`src/rtl/stack_arb_pkg.sv`:
```
// Shared types for the operand-stack arbiter: operation encodings and FSM states.
package stack_arb_pkg;

    typedef enum logic [1:0] {
        OP_ILL  = 2'b00,
        OP_PUSH = 2'b01,
        OP_POP  = 2'b10,
        OP_TOS  = 2'b11
    } op_e;

    typedef enum logic [1:0] {
        S_IDLE  = 2'b00,
        S_ISSUE = 2'b01,
        S_RESP  = 2'b10
    } state_e;

    // POP and TOS both return a value read from the stack.
    function automatic logic isRead(input op_e op);
        return (op == OP_POP) || (op == OP_TOS);
    endfunction

endpackage

```
`src/rtl/stack_arb_grant.sv`:
```
// Two-way grant selection for the stack arbiter.
// Macro STACK_ARB_RR_EN selects round-robin (pointer toggles on every accept);
// otherwise requester 0 has fixed priority.
module stack_arb_grant (
    input  logic       clk,
    input  logic       rst_n,
    input  logic [1:0] valid_i,
    input  logic       accept_i,
    output logic       grant_o
);

`ifdef STACK_ARB_RR_EN
    logic ptr_q;
    logic ptr_d;

    // Pointer names the requester that wins a tie; flips after each accepted request.
    always_comb begin
        ptr_d = ptr_q;
        if (accept_i) begin
            ptr_d = ~ptr_q;
        end
    end

    // Pointer register, prefers requester 0 out of reset.
    always_ff @(posedge clk or negedge rst_n) begin
        if (!rst_n) begin
            ptr_q <= 1'b0;
        end else begin
            ptr_q <= ptr_d;
        end
    end

    // With both requesting the pointer decides; otherwise the lone requester wins.
    always_comb begin
        grant_o = valid_i[1];
        if (valid_i == 2'b11) begin
            grant_o = ptr_q;
        end
    end
`else
    logic unusedInputs;
    assign unusedInputs = ^{clk, rst_n, accept_i};

    // Fixed priority: requester 1 only wins when requester 0 is idle.
    always_comb begin
        grant_o = valid_i[1] & ~valid_i[0];
    end
`endif

endmodule

```
`src/rtl/stack_arbiter.sv`:
```
// Shares the hardware operand stack between the control unit (requester 0) and
// the debug/interrupt port (requester 1). One PUSH/POP/TOS transaction at a time,
// occupancy tracking, and error responses for overflow/underflow/illegal ops.
// Macro STACK_ARB_RR_EN enables round-robin arbitration (see stack_arb_grant).
module stack_arbiter
    import stack_arb_pkg::*;
#(
    parameter int WIDTH = 8,
    parameter int DEPTH = 7
) (
    input  logic               clk,
    input  logic               rst_n,
    input  logic [1:0]         req_valid,
    output logic [1:0]         req_ready,
    input  logic [3:0]         req_op,
    input  logic [2*WIDTH-1:0] req_data,
    output logic               rsp_valid,
    input  logic               rsp_ready,
    output logic               rsp_id,
    output logic [WIDTH-1:0]   rsp_data,
    output logic               rsp_err,
    output logic               stk_push,
    output logic               stk_pop,
    output logic               stk_tos,
    output logic [WIDTH-1:0]   stk_din,
    input  logic [WIDTH-1:0]   stk_dout,
    output logic [DEPTH:0]     count,
    output logic               full,
    output logic               empty
);

    localparam int              CAP_INT = 2 ** DEPTH;
    localparam logic [DEPTH:0]  CAP     = CAP_INT[DEPTH:0];
    localparam logic [DEPTH:0]  ONE     = {{DEPTH{1'b0}}, 1'b1};

    state_e             state_q, state_d;
    op_e                op_q, op_d;
    logic [WIDTH-1:0]   data_q, data_d;
    logic               id_q, id_d;
    logic               err_q, err_d;
    logic [DEPTH:0]     count_q, count_d;
    logic [WIDTH-1:0]   hold_q, hold_d;
    logic               first_q, first_d;

    logic               grant;
    logic               accept;
    op_e                gOp;
    logic [WIDTH-1:0]   gData;
    logic               gErr;

    assign accept = (state_q == S_IDLE) && (|req_valid);
    assign gOp    = op_e'(grant ? req_op[3:2] : req_op[1:0]);
    assign gData  = grant ? req_data[2*WIDTH-1:WIDTH] : req_data[WIDTH-1:0];

    assign count  = count_q;
    assign full   = (count_q == CAP);
    assign empty  = (count_q == '0);

    // A request is rejected up front so the stack is never touched when it would misbehave.
    assign gErr = (gOp == OP_ILL) || ((gOp == OP_PUSH) && full) || (isRead(gOp) && empty);

    stack_arb_grant u_grant (
        .clk      (clk),
        .rst_n    (rst_n),
        .valid_i  (req_valid),
        .accept_i (accept),
        .grant_o  (grant)
    );

    // Response outputs; read data comes straight from the stack in the first RESP
    // cycle and from the hold register afterwards.
    assign rsp_valid = (state_q == S_RESP);
    assign rsp_id    = rsp_valid & id_q;
    assign rsp_err   = rsp_valid & err_q;
    assign rsp_data  = (rsp_valid && !err_q && isRead(op_q)) ? (first_q ? stk_dout : hold_q) : '0;

    // Next-state, strobe and handshake decode for the IDLE -> ISSUE -> RESP sequence.
    always_comb begin
        state_d   = state_q;
        op_d      = op_q;
        data_d    = data_q;
        id_d      = id_q;
        err_d     = err_q;
        count_d   = count_q;
        hold_d    = hold_q;
        first_d   = 1'b0;
        req_ready = 2'b00;
        stk_push  = 1'b0;
        stk_pop   = 1'b0;
        stk_tos   = 1'b0;
        stk_din   = '0;
        case (state_q)
            S_IDLE: begin
                if (|req_valid) begin
                    req_ready[grant] = 1'b1;
                    op_d    = gOp;
                    data_d  = gData;
                    id_d    = grant;
                    err_d   = gErr;
                    state_d = gErr ? S_RESP : S_ISSUE;
                end
            end
            S_ISSUE: begin
                stk_din = data_q;
                case (op_q)
                    OP_PUSH: begin
                        stk_push = 1'b1;
                        count_d  = count_q + ONE;
                    end
                    OP_POP: begin
                        stk_pop = 1'b1;
                        count_d = count_q - ONE;
                    end
                    OP_TOS:  stk_tos = 1'b1;
                    default: ;
                endcase
                first_d = 1'b1;
                state_d = S_RESP;
            end
            S_RESP: begin
                if (first_q) begin
                    hold_d = stk_dout;
                end
                if (rsp_ready) begin
                    state_d = S_IDLE;
                end
            end
            default: state_d = S_IDLE;
        endcase
    end

    // State, transaction latch, occupancy and response hold registers.
    always_ff @(posedge clk or negedge rst_n) begin
        if (!rst_n) begin
            state_q <= S_IDLE;
            op_q    <= OP_ILL;
            data_q  <= '0;
            id_q    <= 1'b0;
            err_q   <= 1'b0;
            count_q <= '0;
            hold_q  <= '0;
            first_q <= 1'b0;
        end else begin
            state_q <= state_d;
            op_q    <= op_d;
            data_q  <= data_d;
            id_q    <= id_d;
            err_q   <= err_d;
            count_q <= count_d;
            hold_q  <= hold_d;
            first_q <= first_d;
        end
    end

endmodule

```
`config.mk`:
```
export PLATFORM = sky130hd
export DESIGN_NAME = stack_arbiter
export DESIGN_NICKNAME = d
export VERILOG_FILES = /design/src/rtl/stack_arb_pkg.sv /design/src/rtl/stack_arb_grant.sv /design/src/rtl/stack_arbiter.sv
export SDC_FILE = /design/constraint.sdc
export NUM_CORES = 1
export LEC_CHECK = 0
export BUFFER_PORTS_ARGS = -buffer_cell sky130_fd_sc_hd__buf_4
export CORE_MARGIN = 5
export CORE_UTILIZATION = 52
export CTS_BUF_LIST = sky130_fd_sc_hd__clkbuf_4
export CTS_CLUSTER_DIAMETER = 50
export DETAILED_ROUTE_END_ITERATION = 8
export GPL_TIMING_DRIVEN = 1
export MAX_ROUTING_LAYER = met4
export PLACE_DENSITY_LB_ADDON = 0.05
export SLEW_MARGIN = 5
export SYNTH_ARGS = -nofsm -noshare
export SYNTH_HDL_FRONTEND = slang
export SYNTH_SLANG_ARGS = --single-unit
```
`constraint.sdc`:
```
create_clock -name clk -period 3.4 [get_ports clk]
set_input_delay 0.34 -clock clk [delete_from_list [all_inputs] [get_ports clk]]
set_output_delay 0.34 -clock clk [all_outputs]
set_load 0.03 [all_outputs]
```
# Word level (Yosys, flattened, before mapping)
# Cells that the tools add are included.
[word_totals]
in_bits = 33
out_inout_bits = 34
elab_cells = 66
regBits = 31
[classes]
muxes = 21
addsub = 2
n_bitwise = 4
magnitude_cmp = 2
n_eq_ne = 11
n_reduce_logical = 18
[ops]
columns = ["cell", "n"]
rows = [
  ["two-way mux 8 bit", 4],
  ["case mux 8 bit (2 select lines)", 1],
  ["two-way mux 2 bit", 6],
  ["equality test 2 bit (second input constant)", 5],
  ["adder 8 x 1 -> 8 bit (second input constant)", 1],
  ["equality test 8 bit (second input constant)", 1],
  ["zero test 8 bit", 1],
  ["two-way mux 1 bit", 8],
  ["subtractor 8 x 1 -> 8 bit (second input constant)", 1],
  ["equality test 2 x 1 -> 1 bit (second input constant)", 3],
  ["case mux 2 bit (3 select lines)", 1],
  ["AND reduction 2 bit", 3],
  ["logical AND 1 bit", 5],
  ["zero test 2 bit", 2],
  ["logical OR 1 bit", 4],
  ["!= test 2 x 1 -> 1 bit (second input constant)", 2],
  ["bitwise AND 1 bit", 3],
  ["less-than comparator 1 x 2 -> 1 bit (second input constant)", 1],
  ["nonzero test 2 bit", 1],
  ["OR reduction 2 bit", 1],
  ["demux 1 bit (select 1 bit)", 1],
  [">= comparator 1 bit (second input constant)", 1],
  ["zero test 1 bit", 1],
  ["inverter 1 bit", 1],
]

# Depth between registers and ports, before layout
# Gate-level depths: netlist of the first run.
[logic_depth]
ltp_word = 10
mapped_depth = 10
mapped_depth_nobuf = 9

# Cells and area by module
# Synthesis of the first run repeated with hierarchy kept, for this count alone.
[hier_totals]
hier_cells = 197
hier_area_um2 = 1890.6
[modules_own_cells]
columns = ["mod", "seq_area_each_um2", "area_per_inst_um2", "cells_per_inst", "n_inst"]
rows = [
  ["stack_arbiter", 775.7, 1876.8, 196, 1],
  ["stack_arb_grant", 0.0, 13.8, 1, 1],
]

# Least setup slack after synthesis of the first run
# No wires, ideal clock.
[synth_timing]
path_type = "reg2reg"
startpoint = "register op_q[0]"
endpoint = "register count_q[6], in the netlist count[6]"
t_arrival_ns = 2.302
path_buffers = 1
path_stages_with_launch = 11
required_time_ns = 3.319
setup_time_ns = 0.081
period_less_slack_ns = 2.382
setup_slack_ns = 1.018
path_cell_list = "dfrtp_1 -> inv_1 -> ha_1 -> buf_1 -> xor2_1 -> ha_1 -> and3b_1 -> o21ai_1 -> or4b_1 -> a31oi_1 -> xor2_1"
[synth_via]
elab_chain_cells = 3
[synth_rtl]
columns = ["element", "line", "source"]
rows = [
  ["start: declaration", "stack_arbiter.sv:37", "op_e op_q, op_d;"],
  ["start signal: assignment", "stack_arbiter.sv:145", "op_q <= op_d;"],
  ["equality test 2 bit / equality test 2 x 1 -> 1 bit (equally long branches)", "stack_arbiter.sv:105", "case (op_q)"],
  ["nonzero test 2 bit (no line)", "-", ""],
  ["AND reduction 2 bit (no line)", "-", ""],
  ["end signal: assignment", "stack_arbiter.sv:149", "count_q <= count_d;"],
  ["end: declaration", "stack_arbiter.sv:41", "logic [DEPTH:0] count_q, count_d;"],
]
# Several ways; a longest one is shown, not always the timed one.
# A chain may end at the register's enable or synchronous reset.

# Worst setup path in the final report of the first run
[layout_timing]
startpoint = "register count_q[5], in the netlist count[5]"
endpoint = "output full"
[layout_via]
elab_chain_cells = 1
[layout_rtl]
columns = ["element", "line", "source"]
rows = [
  ["equality test 8 bit", "stack_arbiter.sv:56", "assign full = (count_q == CAP);"],
  ["end: declaration", "stack_arbiter.sv:28", "output logic full,"],
]
# No other way between the ends.

==> results of run 1 <==
[metrics by stage]
step,power (mW),cells
3_5_place_dp,1.82,300
3_3_place_gp,1.80,300
2_1_floorplan,1.49,197
4_1_cts,2.03,309
6_report,2.00,309
5_1_grt,2.16,309
[worst max-delay path, delay by kind of cell, from the launching register on]
kind	cells	cell delay, ns
buffers and inverters	1	0.16
AND/OR/NAND/NOR	3	1.16
flip-flops	1	0.49
[cell usage in the layout (no fill, tap or decap), drive strengths merged, types with 3 or more instances in the layout]
master	instances
nor2	19
dfrtp	31
nand2	15
a21oi	7
nor2b	5
xnor2	5
buf	67
mux2	8
mux2i	20
nor3	3
xor2	5
inv	6
ha	5
clkbuf	6
and2	14
o21ai	16
[how the worst max path moves through the flow]
stage / start / end / slack [ns] / cells after the start
2_1_floorplan: op_q[0] / count[6] / 1.02 / 10
3_3_place_gp: op_q[0] / count[6] / 1.02 / 9
3_5_place_dp: op_q[0] / count[6] / 0.96 / 9
4_1_cts: count[5] / full / 0.90 / 4
5_1_grt: op_q[0] / count[6] / 0.65 / 9
6_report: count[5] / full / 0.92 / 4
[final cells by class]
class,count,share of cell area (%)
timing repair buffer,68,20.6
sequential,31,31.2
inverter,6,0.905
clock buffer,6,1.81
clock inverter,2,0.302
multi-input combinational,148,42.8
tap,48,2.41
[routing by layer]
layer	track usage, %	vias up
met4	6.89	0
met2	28.5	55
met1	20.2	741
met5	-	-
met3	5.26	6
li1	-	810
[kinds of logic (layout without fill, tap and decap cells)]
logic type               after synthesis  after routing
flip-flops                            31             31
AND/OR/NAND/NOR                       69             69
multiplexers                          29             29
adder cells (fa/ha/maj)                5              5
buffers and inverters                 18             82
XOR/XNOR                              10             10
AO/OA/AOI/OAI                         35             35
[sequential cells by signal, indices dropped and copies added, names as in the netlist]
name,flops
count,8
state_q,2
hold_q,8
id_q,1
data_q,8
op_q,2
err_q,1
first_q,1
[timing repair]
action | CTS | global route
hold buffers | 1 | 0
endpoints found under the hold margin | 31 | 0
endpoints found under the setup margin | 0 | 0
[power by group]
part / switching, mW / total, mW / internal, mW
clock network: 0.118 / 0.203 / 0.0844
registers: 0.179 / 0.719 / 0.540
logic: 0.613 / 1.08 / 0.470
total: 0.910 / 2.00 / 1.09
==> run_results.csv, run 1 <==
group,metric,value,unit
worst_hold_path,hold_path.class,"input port to flip-flop",
clocking,insertion_delay,0.33,ns
place,gp_congestion,0.839,
pwr,peakVddDrop,0.443,mV
routing,maxUsedRoutingLayer,"met4",
routing,wirelength,4160,um
yosys,synth_top_family_by_area,"simple AND/OR/NAND/NOR gates",
critical_path,critPathKind,"flip-flop to output port",
floorplanning,dieHeight,70.8,um
clocking,htree_num_levels,2,
critical_path,worst_setup_path_start_kind,"flip-flop",
routing,wl_met3,345,um
yosys,yosysWarnings,0,
critical_path,path_cells,"or4_4, or4_4, nor2_1, buf_4",
finish,seqCellArea,776,um2
global_routing,gr-total-overflow,0,
critical_path,worst-r2r-setup-slack,0.92,ns
timing,tns,0,ns
finish,nets,298,
yosys,ys_ff_latch,31,
timing,rsz0062_at_grt,"false",
yosys,muxShareOfSynthArea,16.3,%
timing,finalMaxSlewViolations,0,
routing,routed_via_density,5.22,
yosys,synthArstFlopShare,100,%
finish,drive_above_1_share,32.6,%
timing,relSlewSlack,47.9,%
finish,finalInstanceArea,2490,um2
critical_path,r2r_start,"op_q[0]",
timing,fmax,403,MHz
yosys,synth_area_per_cell,9.74,um2
yosys,synth_edf_count,0,
critical_path,r2r-end,"count[6]",
yosys,yosys-top-cells-count,"dfrtp_1, mux2i_1, nor2_1",
yosys,syn_area,1920,um2
clocking,path_clk_slew,0.09,ns
floorplanning,start_util,53.2,%
clocking,max-clock-path-buffers,2,
critical_path,worstSetupEndpointType,"output port",
routing,route.met2.wl,1960,um
critical_path,cp_slowest_cell,"or4_4",
timing,fin_hold_ws,0.237,ns
clocking,postCtsResizedCells,0,
run_status,status,"finished clean",
finish,nFillCells,331,
pwr,total_leakage_power,1.23,nW
floorplanning,io-pin-count,67,
flow_run,cap_violations,0,
place,port_buffers,66,
yosys,synthCells,197,
routing,wl_per_cell,13.4,um
global_routing,grt_start_max_net_pins,32,
floorplanning,dieArea,5010,um2
clocking,cts.sinks,31,
routing,final_antenna_net_count,0,
global_routing,grt_use_total,17.5,%
floorplanning,row_count,22,
floorplanning,core_region_area,3610,um2
clocking,cts_setup_buffers,0,
timing,fin_crit_sh,73.0,%
yosys,yosys.area.top_type,"dfrtp_1",
critical_path,required,3.06,ns
timing,fin_skew,0.00899,ns
yosys,ys_types,40,
timing,worst_slack,0.917,ns
clocking,root_buffer,"clkbuf_4",
place,placed_cell_area,2430,um2
routing,dr.pass1.iters,4,
yosys,synth_compound_area_share,12.3,%
critical_path,cp_data_arrival_time,2.14,ns
worst_hold_path,hold_start,"stk_dout[5]",
routing,drt-initial-drc-count,114,
clocking,cts_tree,"built",
place,dp_hpwl,3100,um
routing,vias,1612,
critical_path,crit_top_cell,"or4_4",
routing,drc,0,
yosys,synthXorXnorAreaFrac,4.56,%
place,pre_cts_ws,0.957,ns
timing,period_minus_slack,2.48,ns
yosys,synthAdderAreaFrac,3.26,%
yosys,synth_top_cells_by_area,"dfrtp_1, mux2i_1, and2_1, nor2_1, ha_1",
yosys,synth_fp_nets,235,
timing,finalHoldViolCount,0,
finish,post-route-util,69.0,%
finish,multi_input_area,1060,um2
finish,area_growth_syn_to_layout,29.7,%
clocking,tritoncts.num_buffers,5,
worst_hold_path,hold_depth,2,
global_routing,grt_pass1_wl,6800,um
yosys,synth.top_cell.area_share,40.4,%
pwr,power_density,805,nW/um2
timing,tightest_slew,0.782,ns
floorplanning,die_w,70.8,um
critical_path,slowest_delay,0.57,ns
global_routing,grt_pass1_vias,1493,
yosys,synth_most_common_cell,"dfrtp_1",
worst_hold_path,holdPathEnd,"hold_q[5]",
critical_path,worstPathMaxFanout,8,
global_routing,antenna_found_initial,0,
yosys,synthFlopType,"dfrtp_1",
yosys,yosys.area_share.simple,19.0,%
finish,diodes,0,
yosys,seq_area_frac_synth,40.4,%
critical_path,reg2regPathDepth,9,
routing,met1_length,1790,um
timing,setup_viol,0,
Note: power is estimated with default switching activity, not from simulation.
==> inputs of run 2 (changes only) <==
--- a/config.mk
+++ b/config.mk
@@ -7,7 +7,7 @@
 export LEC_CHECK = 0
 export BUFFER_PORTS_ARGS = -buffer_cell sky130_fd_sc_hd__buf_4
 export CORE_MARGIN = 5
-export CORE_UTILIZATION = 52
+export CORE_UTILIZATION = 47
 export CTS_BUF_LIST = sky130_fd_sc_hd__clkbuf_4
 export CTS_CLUSTER_DIAMETER = 50
 export DETAILED_ROUTE_END_ITERATION = 8
==> constraint.sdc (replaced) <==
create_clock -name clk -period 2.05 [get_ports clk]
set_input_delay 0.205 -clock clk [delete_from_list [all_inputs] [get_ports clk]]
set_output_delay 0.205 -clock clk [all_outputs]
set_load 0.03 [all_outputs]
==> run 2 against run 1 <==
  * The flow now finishes with violations (setup timing)
  * Setup slack worse by 1.0 ns
  * Largest power group unchanged
  * Via count is 4.0% higher
  * Die area grew 9.1%
  * Design area increased by 7.4%
  * Flip-flop and latch count is the same
==> run_results.csv, run 2 (synthesis results as in run 1) <==
group,metric,value,unit
finish,nets,314,
routing,vias,1677,
global_routing,grt_pass1_vias,1599,
place,port_buffers,66,
pwr,power_frac_seq,30.4,%
floorplanning,dieHeight,73.9,um
critical_path,slowest_delay,0.55,ns
place,pre_cts_ws,0.0160,ns
run_status,status,"complete, but fails checks",
routing,wirelength,4380,um
timing,worst_slack,-0.131,ns
finish,mostFrequentLayoutCells,"buf_4, dfrtp_1, mux2i_1, nor2_1, nand2_1",
timing,rsz0062_at_grt,"true",
pwr,power_density,1350,nW/um2
timing,setup_viol,3,
timing,period_minus_slack,2.18,ns
critical_path,required,1.85,ns
clocking,htree_num_levels,2,
routing,routed_via_density,5.13,
floorplanning,dieArea,5460,um2
finish,diodes,0,
worst_hold_path,hold_path.class,"input port to flip-flop",
pwr,p_clk_share,9.9,%
pwr,total_leakage_power,1.32,nW
finish,area_growth_syn_to_layout,39.3,%
finish,fin_cells,327,
critical_path,path_cells,"or4_4, or4_4, nor2_4, buf_6",
timing,finalHoldViolCount,0,
pwr,swShare,44.2,%
pwr,peakVddDrop,0.964,mV
critical_path,cp_slowest_cell,"or4_4",
clocking,cts.sinks,31,
critical_path,worstPathMaxFanout,3,
finish,final_common_cell,"buf_4",
critical_path,crit_top_cell,"or4_4",
flow_run,cap_violations,0,
routing,wl_per_cell,13.4,um
timing,tightest_slew,0.508,ns
critical_path,cp_data_arrival_time,1.98,ns
finish,drive_above_1_share,40.4,%
run_status,violations,"setup timing",
critical_path,critPathTopFamily,"simple AND/OR/NAND/NOR gates",
floorplanning,row_count,23,
place,dp_hpwl,3280,um
place,placed_cell_area,2550,um2
routing,drt-initial-drc-count,56,
pwr,p_int,2.02,mW
place,gp_congestion,0.787,
global_routing,antenna_found_initial,0,
timing,fmax,459,MHz
place,placed_cells,316,
global_routing,grt_use_total,17.5,%
critical_path,crit_buf_inv,1,
clocking,insertion_delay,0.32,ns
critical_path,worst_setup_path_start_kind,"flip-flop",
routing,final_antenna_net_count,0,
clocking,max-clock-path-buffers,2,
clocking,cts_tree,"built",
timing,relSlewSlack,65.9,%
pwr,p_total,3.62,mW
pwr,pwr-share-comb,59.7,%
floorplanning,die_w,73.9,um
clocking,tritoncts.num_buffers,5,
critical_path,critPathKind,"flip-flop to output port",
floorplanning,core_region_area,3970,um2
floorplanning,start_util,48.3,%
critical_path,worstSetupEndpointType,"output port",
pwr,p_sw,1.60,mW
timing,fin_skew,0.00237,ns
routing,dr.pass1.iters,4,
timing,finalMaxSlewViolations,0,
global_routing,gr-total-overflow,0,
routing,drc,0,
critical_path,worst-r2r-setup-slack,-0.01,ns
finish,finalInstanceArea,2670,um2
global_routing,grt_pass1_wl,7150,um
finish,post-route-util,67.3,%
global_routing,grt_start_max_net_pins,32,
floorplanning,io-pin-count,67,
clocking,root_buffer,"clkbuf_4",
clocking,path_clk_slew,0.09,ns
timing,fin_crit_sh,106,%
==> run 2: changes by cell type in the layout (fill, tap and decap cells not counted), moves of 2 or more <==
cell and delta:
ha_1 -2, nor2_1 -2, clkinv_1 -2, buf_6 +2, nor2_4 +2, buf_4 +14
==> run 2: area by class of cell <==
cell class | count | area (um2)
multi-input combinational | 148 | 1110
clock inverter | 1 | 5.00
tap | 50 | 62.6
fill | 372 | 1300
sequential | 31 | 776
inverter | 6 | 22.5
timing repair buffer | 84 | 641
clock buffer | 7 | 52.6
==> run 2: worst paths after layout <==
path                             start   endpoint  depth (start not counted)
max in group asynchronous        rst_n  data_q[6]                          2
max reg2reg                    op_q[0]   count[6]                          9
min reg2reg                  data_q[3]  data_q[3]                          2
min in group asynchronous        rst_n  hold_q[1]                          2
min                        stk_dout[5]  hold_q[5]                          2
max                           count[5]      empty                          4
==> run 2: power groups by stage <==
stage / sequential, mW / combinational (mW) / clock, mW
after floorplan: 1.20 / 1.30 / 0
after global placement: 1.08 / 2.07 / 0
after CTS: 1.09 / 2.14 / 0.375
final: 1.10 / 2.16 / 0.360
after detailed placement: 1.10 / 2.10 / 0
after global routing: 1.14 / 2.37 / 0.402
==> run 2: metrics by stage <==
step	TNS, ns	hold WS, ns
after floorplan	-0.169	-0.0906
after global placement	0	0.167
after detailed placement	0	0.161
after CTS	-0.316	0.0908
after global routing	-0.550	0.0874
final	-0.272	0.102
==> run 2: timing repair <==
item                       4_1_cts  5_1_grt
setup buffers                    2        0
hold endpoints to repair        31        0
hold buffers                     1        0
setup endpoints to repair       11       12
gates resized for setup          3        7
pin swaps                        1        1
==> run 2: worst reg2reg max path: cells and delay by family (launching register included) <==
| family | cells | cell delay (ns) |
|---|---|---|
| AOI/OAI and AO/OA | 2 | 0.26 |
| xor gates and xnor gates | 2 | 0.27 |
| adders and majority gates | 2 | 0.33 |
| buffers and inverters | 1 | 0.09 |
| DFF | 1 | 0.40 |
| and+or+nand+nor | 2 | 0.64 |
==> run 2: per-layer routing <==
metal	up-vias	share of wire, %	global-route usage, %
met5	-	0	-
met4	0	0.55	4.02
met3	2	6.2	5.06
met2	59	51	30.2
met1	778	42	20.0
li1	838	-	-
==> inputs of run 3 (changes only) <==
--- a/config.mk
+++ b/config.mk
@@ -14,6 +14,7 @@
 export GPL_TIMING_DRIVEN = 1
 export MAX_ROUTING_LAYER = met4
 export PLACE_DENSITY_LB_ADDON = 0.05
+export RECOVER_POWER = 100
 export SLEW_MARGIN = 5
 export SYNTH_ARGS = -nofsm -noshare
 export SYNTH_HDL_FRONTEND = slang
==> run 3 against run 2 <==
  * The flow still finishes with violations (setup timing)
  * Largest power group unchanged
  * Combinational power hardly changed
  * Power is 0.39% lower
  * Register-to-register slack hardly changed
==> run_results.csv, run 3 (synthesis results as in run 1) <==
group,metric,value,unit
run_status,status,"complete, but fails checks",
run_status,violations,"setup timing",
pwr,p_sw,1.60,mW
routing,dr.pass1.iters,4,
critical_path,cp_slowest_cell,"or4_4",
finish,diodes,0,
global_routing,grt_start_max_net_pins,32,
timing,rsz0062_at_grt,"true",
global_routing,grt_pass1_vias,1599,
worst_hold_path,hold_path.class,"input port to flip-flop",
floorplanning,core_region_area,3970,um2
clocking,insertion_delay,0.32,ns
routing,wl_per_cell,13.4,um
finish,area_growth_syn_to_layout,38.8,%
global_routing,gr-total-overflow,0,
timing,relSlewSlack,48.0,%
finish,drive_above_1_share,39.7,%
clocking,max-clock-path-buffers,2,
critical_path,critPathKind,"flip-flop to output port",
critical_path,worstSetupEndpointType,"output port",
floorplanning,die_w,73.9,um
critical_path,required,1.85,ns
timing,setup_viol,3,
finish,mostFrequentLayoutCells,"buf_4, dfrtp_1, mux2i_1, nor2_1, nand2_1",
critical_path,worst_setup_path_start_kind,"flip-flop",
critical_path,crit_top_cell,"or4_4",
critical_path,path_cells,"or4_4, or4_4, nor2_4, buf_6",
critical_path,crit_buf_inv,1,
place,pre_cts_ws,0.0160,ns
pwr,power_density,1350,nW/um2
place,gp_congestion,0.787,
floorplanning,dieHeight,73.9,um
place,dp_hpwl,3280,um
floorplanning,io-pin-count,67,
timing,period_minus_slack,2.18,ns
timing,fin_skew,0.00239,ns
critical_path,worst-r2r-setup-slack,-0.01,ns
pwr,pwr-share-comb,59.6,%
routing,final_antenna_net_count,0,
clocking,cts_tree,"built",
critical_path,slowest_delay,0.55,ns
place,placed_cell_area,2550,um2
global_routing,grt_use_total,17.5,%
timing,finalMaxSlewViolations,0,
critical_path,cp_data_arrival_time,1.98,ns
critical_path,critPathTopFamily,"simple AND/OR/NAND/NOR gates",
routing,drt-initial-drc-count,56,
pwr,power_frac_seq,30.5,%
timing,fmax,459,MHz
timing,fin_crit_sh,106,%
finish,fin_cells,327,
pwr,p_int,2.01,mW
routing,vias,1674,
pwr,p_clk_share,10.0,%
timing,worst_slack,-0.131,ns
pwr,total_leakage_power,1.31,nW
clocking,htree_num_levels,2,
routing,wirelength,4380,um
pwr,swShare,44.4,%
global_routing,antenna_found_initial,0,
routing,drc,0,
clocking,cts.sinks,31,
timing,fin_hold_ws,0.102,ns
clocking,root_buffer,"clkbuf_4",
finish,finalInstanceArea,2660,um2
timing,tightest_slew,0.779,ns
flow_run,cap_violations,0,
clocking,tritoncts.num_buffers,5,
routing,routed_via_density,5.12,
floorplanning,dieArea,5460,um2
clocking,path_clk_slew,0.09,ns
floorplanning,start_util,48.3,%
floorplanning,row_count,23,
global_routing,grt_pass1_wl,7150,um
finish,nets,314,
pwr,peakVddDrop,0.964,mV
critical_path,worstPathMaxFanout,3,
timing,finalHoldViolCount,0,
finish,final_common_cell,"buf_4",
place,port_buffers,66,
place,placed_cells,316,
-- run 3: repair_timing --
item,4_1_cts,5_1_grt
pin swaps,1,1
hold buffers,1,0
setup endpoints to repair,11,12
resized for setup,3,7
setup buffers,2,0
endpoints found under the hold margin,31,0
-- run 3: per-layer routing --
metal  vias to the layer above  share of wire [%]  track usage (%)
met5                         -                  0                -
met2                        59                 51             30.2
li1                        838                  -                -
met4                         0               0.55             4.02
met3                         2                6.2             5.06
met1                       775                 42             20.0
-- run 3: area by class of cell --
type                       instances  area (um2)
fill                             377        1310
multi-input combinational        148        1110
sequential                        31         776
timing repair buffer              84         631
tap                               50        62.6
clock buffer                       7        52.6
inverter                           6        22.5
clock inverter                     1        5.00
-- run 3: power by group through the flow --
stage	logic [mW]	registers (mW)	clock network (mW)
floorplan	1.30	1.20	0
global placement	2.07	1.08	0
detailed placement	2.10	1.10	0
CTS	2.14	1.09	0.375
global route	2.36	1.14	0.402
finish	2.15	1.10	0.360
-- run 3: path summary, 6_finish.rpt --
check,startpoint,to,cells past startpoint
max,count[5],empty,4
min,stk_dout[5],hold_q[5],2
max reg2reg,op_q[0],count[6],9
min reg2reg,data_q[3],data_q[3],2
max in group asynchronous,rst_n,data_q[6],2
min in group asynchronous,rst_n,hold_q[1],2
-- run 3: metrics by stage --
stage / power (mW) / setup TNS [ns] / utilization (%)
final: 3.61 / -0.270 / 67.1
after global routing: 3.90 / -0.978 / 67.1
after CTS: 3.60 / -0.316 / 66.5
after detailed placement: 3.19 / 0 / 64.2
after global placement: 3.16 / 0 / 64.2
after floorplan: 2.50 / -0.169 / -
